--- src/rtl/ps2_pkg.sv ---
// rtl/ps2_pkg.sv - shared PS/2 frame constants and receiver state encoding
package ps2_pkg;

    typedef enum logic [1:0] {
        ST_IDLE   = 2'd0,
        ST_DATA   = 2'd1,
        ST_PARITY = 2'd2,
        ST_STOP   = 2'd3
    } ps2_state_e;

    localparam logic       START_BIT  = 1'b0;
    localparam logic       STOP_BIT   = 1'b1;
    localparam int         DATA_BITS  = 8;
    localparam logic [7:0] BREAK_CODE = 8'hF0;

endpackage

--- src/rtl/ps2_line_filter.sv ---
// rtl/ps2_line_filter.sv - synchroniser, glitch filter and falling-edge pulse for a PS/2 line
module ps2_line_filter #(
    parameter int SYNC_STAGES = 2,
    parameter int FILTER_LEN  = 4
) (
    input  logic clk,
    input  logic rst_n,
    input  logic line_i,
    output logic fall_o
);

    localparam int CNT_W = $clog2(FILTER_LEN + 1);

    logic [SYNC_STAGES-1:0] sync_q;
    logic                   level_q, level_d;
    logic [CNT_W-1:0]       cnt_q, cnt_d;
    logic                   fall_q, fall_d;
    logic                   line_s;

    assign line_s = sync_q[SYNC_STAGES-1];
    assign fall_o = fall_q;

    always_ff @(posedge clk or negedge rst_n) begin
        if (!rst_n) begin
            sync_q  <= '1;
            level_q <= 1'b1;
            cnt_q   <= '0;
            fall_q  <= 1'b0;
        end else begin
            sync_q  <= {sync_q[SYNC_STAGES-2:0], line_i};
            level_q <= level_d;
            cnt_q   <= cnt_d;
            fall_q  <= fall_d;
        end
    end

    // Any sample matching the current level restarts the run, so short glitches never accumulate.
    always_comb begin
        level_d = level_q;
        cnt_d   = '0;
        fall_d  = 1'b0;
        if (line_s != level_q) begin
            if (cnt_q == CNT_W'(FILTER_LEN - 1)) begin
                level_d = line_s;
                fall_d  = level_q;
            end else begin
                cnt_d = cnt_q + 1'b1;
            end
        end
    end

endmodule

--- src/rtl/ps2_receiver.sv ---
// rtl/ps2_receiver.sv - PS/2 keyboard frame receiver presenting {previous, latest} byte
// Optional partial-frame timeout enabled by defining PS2_TIMEOUT_EN.
module ps2_receiver #(
    parameter int SYNC_STAGES    = 2,
    parameter int FILTER_LEN     = 4,
    parameter int TIMEOUT_CYCLES = 50000
) (
    input  logic        clk,
    input  logic        rst_n,
    input  logic        ps2_clk,
    input  logic        ps2_data,
    output logic [15:0] code,
    output logic        byte_valid,
    output logic        frame_err
);
    import ps2_pkg::*;

    if (SYNC_STAGES < 2 || TIMEOUT_CYCLES < 2) begin : g_bad_param
        $error("ps2_receiver: SYNC_STAGES and TIMEOUT_CYCLES must be at least 2");
    end

    ps2_state_e             state_q, state_d;
    logic [2:0]             bit_cnt_q, bit_cnt_d;
    logic [7:0]             shift_q, shift_d;
    logic                   parity_q, parity_d;
    logic [15:0]            code_q, code_d;
    logic                   byte_valid_q, byte_valid_d;
    logic                   frame_err_q, frame_err_d;
    logic [SYNC_STAGES-1:0] data_sync_q;
    logic                   data_s;
    logic                   clk_fall;
    logic                   to_expire;
    logic                   frame_ok;

    ps2_line_filter #(
        .SYNC_STAGES (SYNC_STAGES),
        .FILTER_LEN  (FILTER_LEN)
    ) u_clk_filter (
        .clk    (clk),
        .rst_n  (rst_n),
        .line_i (ps2_clk),
        .fall_o (clk_fall)
    );

    assign data_s     = data_sync_q[SYNC_STAGES-1];
    assign code       = code_q;
    assign byte_valid = byte_valid_q;
    assign frame_err  = frame_err_q;

`ifdef PS2_TIMEOUT_EN
    localparam int TO_W = $clog2(TIMEOUT_CYCLES);
    logic [TO_W-1:0] to_cnt_q;

    assign to_expire = (state_q != ST_IDLE) && (to_cnt_q == TO_W'(TIMEOUT_CYCLES - 1));

    always_ff @(posedge clk or negedge rst_n) begin
        if (!rst_n)
            to_cnt_q <= '0;
        else if (state_q == ST_IDLE || clk_fall || to_expire)
            to_cnt_q <= '0;
        else
            to_cnt_q <= to_cnt_q + 1'b1;
    end
`else
    assign to_expire = 1'b0;
`endif

    always_ff @(posedge clk or negedge rst_n) begin
        if (!rst_n) begin
            data_sync_q  <= '1;
            state_q      <= ST_IDLE;
            bit_cnt_q    <= '0;
            shift_q      <= '0;
            parity_q     <= 1'b0;
            code_q       <= '0;
            byte_valid_q <= 1'b0;
            frame_err_q  <= 1'b0;
        end else begin
            data_sync_q  <= {data_sync_q[SYNC_STAGES-2:0], ps2_data};
            state_q      <= state_d;
            bit_cnt_q    <= bit_cnt_d;
            shift_q      <= shift_d;
            parity_q     <= parity_d;
            code_q       <= code_d;
            byte_valid_q <= byte_valid_d;
            frame_err_q  <= frame_err_d;
        end
    end

    // A timeout landing on the same cycle as an edge takes priority and drops that edge.
    always_comb begin
        state_d   = state_q;
        bit_cnt_d = bit_cnt_q;
        shift_d   = shift_q;
        parity_d  = parity_q;
        if (to_expire) begin
            state_d = ST_IDLE;
        end else if (clk_fall) begin
            unique case (state_q)
                ST_IDLE: begin
                    if (data_s == START_BIT) begin
                        state_d   = ST_DATA;
                        bit_cnt_d = '0;
                    end
                end
                ST_DATA: begin
                    shift_d   = {data_s, shift_q[7:1]};
                    bit_cnt_d = bit_cnt_q + 1'b1;
                    if (bit_cnt_q == 3'(DATA_BITS - 1))
                        state_d = ST_PARITY;
                end
                ST_PARITY: begin
                    parity_d = data_s;
                    state_d  = ST_STOP;
                end
                ST_STOP: state_d = ST_IDLE;
                default: state_d = ST_IDLE;
            endcase
        end
    end

    assign frame_ok = (data_s == STOP_BIT) && (^{shift_q, parity_q});

    always_comb begin
        code_d       = code_q;
        byte_valid_d = 1'b0;
        frame_err_d  = 1'b0;
        if (to_expire) begin
            frame_err_d = 1'b1;
        end else if (clk_fall && state_q == ST_STOP) begin
            if (frame_ok) begin
                code_d       = {code_q[7:0], shift_q};
                byte_valid_d = 1'b1;
            end else begin
                frame_err_d = 1'b1;
            end
        end
    end

endmodule

--- config.mk ---
export PLATFORM = sky130hd
export DESIGN_NAME = ps2_receiver
export DESIGN_NICKNAME = d
export VERILOG_FILES = /design/src/rtl/ps2_pkg.sv /design/src/rtl/ps2_line_filter.sv /design/src/rtl/ps2_receiver.sv
export SDC_FILE = /design/constraint.sdc
export NUM_CORES = 1
export LEC_CHECK = 0
export CAP_MARGIN = 40
export CORE_ASPECT_RATIO = 1.5
export CORE_UTILIZATION = 54
export CTS_CLUSTER_DIAMETER = 100
export DETAILED_ROUTE_END_ITERATION = 16
export GPL_TIMING_DRIVEN = 0
export PLACE_DENSITY = 0.85
export SYNTH_ARGS = -nofsm -noshare
export SYNTH_HDL_FRONTEND = slang
export SYNTH_HIERARCHICAL = 1
export SYNTH_SLANG_ARGS = --single-unit
--- constraint.sdc ---
create_clock -name clk -period 2.4 [get_ports clk]
set_clock_uncertainty 0.05 [all_clocks]
set_input_delay 0.24 -clock clk [delete_from_list [all_inputs] [get_ports clk]]
set_output_delay 0.24 -clock clk [all_outputs]
set_load 0.01 [all_outputs]
## After elaboration in Yosys (flattened, before gate mapping)

Index checks and enable logic that the tools add are counted.
W data, S select, Z words.

- Register bits after elaboration: 41
- Bits of input ports: 4

- Equality and inequality tests: 8
- Reductions and logical operators: 11
- Add/subtract/negate cells: 2
- Multiplexer cells: 13

Operator list:

| cell | count |
|---|---|
| $mux W3 | 3 |
| $reduce_xor A9 Y1 | 1 |
| $pmux W2 S4 | 1 |
| $reduce_and A2 Y1 | 4 |
| $add A3 B1 Y3 const B | 2 |
| $mux W1 | 6 |
| $pmux W3 S2 | 1 |
| $reduce_and A3 Y1 | 2 |
| $eq A2 B2 Y1 const B | 2 |
| $mux W2 | 2 |
| $ne A2 B2 Y1 const B | 2 |
| $eq A3 B2 Y1 const B | 1 |
| $eq A3 B3 Y1 const B | 1 |
| $eq A2 B1 Y1 const B | 1 |
| $logic_and A1 B1 Y1 | 2 |
| $logic_not A2 Y1 | 1 |
| $reduce_bool A2 Y1 | 1 |
| $ne A1 B1 Y1 | 1 |

## Logic depth before layout (Yosys ltp)

- Depth in word-level cells: 4
- Gate-level depth with buffers: 6
- Gate-level depth less buffers: 6

## Modules after synthesis

Netlist, hierarchy kept.

Modules (own cells, without submodules):

| module | area each (µm²) | cells each | times used |
|---|---|---|---|
| ps2_receiver | 1498.9 | 98 | 1 |
| ps2_line_filter | 254.0 | 15 | 1 |

## Least setup slack after synthesis

OpenSTA, ideal clock, no wires.

- Path kind: register -> register
- Start point: register shift_q[1]
- End point: register code_q[10] (netlist: code[10])
- Clock period less this slack: 1.985 ns
- Setup slack: 0.415 ns
- Cell stages (with the launch flop): 6
- Data arrival time: 1.810 ns
- Cells stage by stage: dfrtp_1 xor2_1 xnor3_2 mux2i_4 buf_12 mux2_4

- Word-level cells in the longest chain between the ends: 3

RTL lines:

| what | line | source |
|---|---|---|
| start: declaration | ps2_receiver.sv:24 | `logic [7:0] shift_q, shift_d;` |
| start signal: assignment | ps2_receiver.sv:82 | `shift_q <= shift_d;` |
| $reduce_xor A9 Y1 | ps2_receiver.sv:122 | `assign frame_ok = (data_s == STOP_BIT) && (^{shift_q, parity_q});` |
| $logic_and A1 B1 Y1 | ps2_receiver.sv:122 |  |
| $reduce_and A2 Y1 (no line) | - |  |
| end signal: assignment | ps2_receiver.sv:84 | `code_q <= code_d;` |
| end: declaration | ps2_receiver.sv:26 | `logic [15:0] code_q, code_d;` |

Every way passes these cells.
A chain may end at the register's enable or synchronous reset.

## Worst setup path in the final report

- Start point: register shift_q[1]
- End point: register code_q[13] (netlist: code[13])

The elaborated chain is that of the path after synthesis.

==> flow_metrics.env <==
export IMPL_diodes=0
export IMPL_clk_path_buf_depth=2
export IMPL_required_ns=2.53
export IMPL_min_path_type="input port to asynchronous set/reset pin"
export IMPL_endpoint_kind="register"
export IMPL_place_gp_congestion=0.7606
export IMPL_dp_hpwl_um=1803
export IMPL_syn_avg_cell_area_um2=15.51
export IMPL_drive_above_1_share_pct=31.25
export IMPL_nets=155
export IMPL_synth_cells=113
export IMPL_dr_pass1_iters=3
export IMPL_synth_top_flop_cell="dfrtp_1"
export IMPL_syn_num_nets=125
export IMPL_synth_warnings=6
export IMPL_hold_viol=0
export IMPL_timing_rr_end="code[13]"
export IMPL_worst_pin_slew_ns=0.4788
export IMPL_power_density_nw_per_um2=691.9
export IMPL_worstReg2RegStart="shift_q[1]"
export IMPL_grt_overflow=0
export IMPL_reg2reg_slack_ns=0.24
export IMPL_period_needed_ns=2.164
export IMPL_holdBufCountCts=1
export IMPL_synth_cell_types=25
export IMPL_path_clk_slew_ns=0.08
export IMPL_final_common_cell="dfrtp_1"
export IMPL_yosys_register_bits=41
export IMPL_max_vdd_ir_drop_mv=0.6621
export IMPL_slew_headroom_pct=67.79
export IMPL_grt_max_degree=35
export IMPL_vias_per_cell=5.223
export IMPL_tritoncts="yes"
export IMPL_ys_async_sr_fraction_pct=100.0
export IMPL_start_util_pct=56.04
export IMPL_wl_per_cell_um=13.77
export IMPL_grt_pass1_vias=1065
export IMPL_clock_latency_ns=0.29
export IMPL_drc=0
export IMPL_final_cell_mix="36 x dfrtp_1, 20 x clkdlybuf4s50_1, 16 x mux2_2"
export IMPL_io_buffers=21
export IMPL_antenna_found_initial=0
export IMPL_synth_edf_count=0
export IMPL_grt_pass1_wl_um=4767
export IMPL_layout_setup_ws_ns=0.2359
export IMPL_rows=25
export IMPL_drtIter0Drc=40
export IMPL_die_area_um2=3483
export IMPL_fp_dieW_um=48.52
export IMPL_cp_start_kind="register"
export IMPL_core_region_area_um2=3128
export IMPL_rsz0062_at_grt="no"
export IMPL_cts_made_buffers=5
export IMPL_netlist_area_um2=1753
export IMPL_ctsResizeCount=0
export IMPL_crit_fanout=10
export IMPL_root_buffer="clkbuf_8"
export IMPL_pre_cts_ws_ns=0.2350
export IMPL_area_growth_pct=22.84
export IMPL_finalWirelength_um=2533
export IMPL_grt_use_total_pct=18.43
export IMPL_postCtsSetupBuffers=0
export IMPL_fmax_mhz=462.1
export IMPL_status="complete, no violations"
export IMPL_maxCapViolations=0
export IMPL_setup_viol=0
export IMPL_fin_setup_tns_ns=0
export IMPL_p_leak_nw=1.070
export IMPL_fin_crit_sh_pct=90.17
export IMPL_r2r_cells=5
export IMPL_h_tree_depth=2
export IMPL_cp_arrival_ns=2.29
export IMPL_die_y_um=71.78
export IMPL_crit_type="register to register"
export IMPL_synth_sequential_area_ratio_pct=58.89
export IMPL_pin_count=22
export IMPL_ant_nets=0
export IMPL_cts_sinks=41
export IMPL_drv_slew=0
export IMPL_vias=961
==> final cells by class <==
class / instances / area (µm²)
flip-flops and latches: 41 / 1032
fillers: 216 / 974.7
multi-input cells: 66 / 681.9
repair buffers: 23 / 235.2
clock buffers: 5 / 68.82
well taps: 40 / 50.05
clock inverters: 3 / 46.29
plain buffers: 1 / 20.02
inverters: 5 / 18.77
==> Yosys cell counts (all sizes together), types with 2 or more instances <==
library cell | count | area, µm²
nand2 | 6 | 22.52
nor2b | 3 | 26.27
mux2 | 25 | 315.3
o21ai | 5 | 25.02
nor3 | 2 | 10.01
inv | 5 | 18.77
xnor2 | 3 | 26.28
dfrtp | 36 | 900.9
xor2 | 2 | 17.52
ha | 8 | 100.1
a32o | 2 | 20.02
dfstp | 5 | 131.4
==> power breakdown <==
| group | switching [mW] | internal, mW | leakage [nW] |
|---|---|---|---|
| combinational | 0.0895 | 0.0803 | 0.463 |
| sequential | 0.0316 | 0.743 | 0.552 |
| clock | 0.235 | 0.311 | 0.0543 |
==> per-layer routing <==
metal	up-vias	wire length (µm)	global-route usage [%]
met5	-	0	0
met4	0	78	11.76
met3	9	86	3.822
met2	25	1322	30.36
met1	479	1045	22.05
li1	448	-	-
==> worst max-delay path: stages, from the launching register on <==
cell and delay [ns]:
dfrtp_1 0.42, xor2_1 0.19, xnor3_2 0.49, mux2i_4 0.39, buf_12 0.20, mux2_4 0.30
==> stage by stage <==
| stage | hold WS (ns) | instances | utilization (%) | power (mW) | instance area, µm² |
|---|---|---|---|---|---|
| 6_report | 0.2729 | 184 | 68.84 | 1.490 | 2153 |
| 5_1_grt | 0.2880 | 184 | 68.84 | 1.566 | 2153 |
| 4_1_cts | 0.2738 | 184 | 68.84 | 1.509 | 2153 |
| 3_5_place_dp | 0.05133 | 175 | 64.84 | 0.9561 | 2028 |
| 3_3_place_gp | 0.2955 | 174 | 64.36 | 0.9363 | 2013 |
| 2_1_floorplan | -0.1056 | 113 | - | 0.9021 | 1753 |
==> flip-flops by register name, summed over array words and instances, names as in the netlist <==
register	count
bit_cnt_q	3
data_sync_q	2
frame_err	1
u_clk_filter/fall_o	1
u_clk_filter/cnt_q	3
state_q	2
shift_q	8
parity_q	1
code	16
byte_valid	1
u_clk_filter/level_q	1
u_clk_filter/sync_q	2
==> cell families (layout without fill, tap and decap cells) <==
| group | after synthesis | count (layout) | share of synthesized area, % |
|---|---|---|---|
| AO/OA/AOI/OAI | 10 | 10 | 3.854 |
| adder cells (fa/ha/maj) | 8 | 8 | 5.710 |
| buffers and inverters | 6 | 37 | 2.213 |
| flip-flops | 41 | 41 | 58.89 |
| XOR/XNOR | 7 | 7 | 5.211 |
| multiplexers | 26 | 26 | 19.27 |
| AND/OR/NAND/NOR | 15 | 15 | 4.853 |
==> worst max path at each step <==
stage / start / end / cells past startpoint
after floorplan: shift_q[1] / code[10] / 5
after global placement: rst_n / u_clk_filter/cnt_q[0] / 1
after detailed placement: shift_q[4] / code[13] / 5
after CTS: shift_q[1] / code[13] / 5
after global routing: shift_q[4] / code[13] / 5
final: shift_q[1] / code[13] / 5
Power figures use the tool's default switching activity.
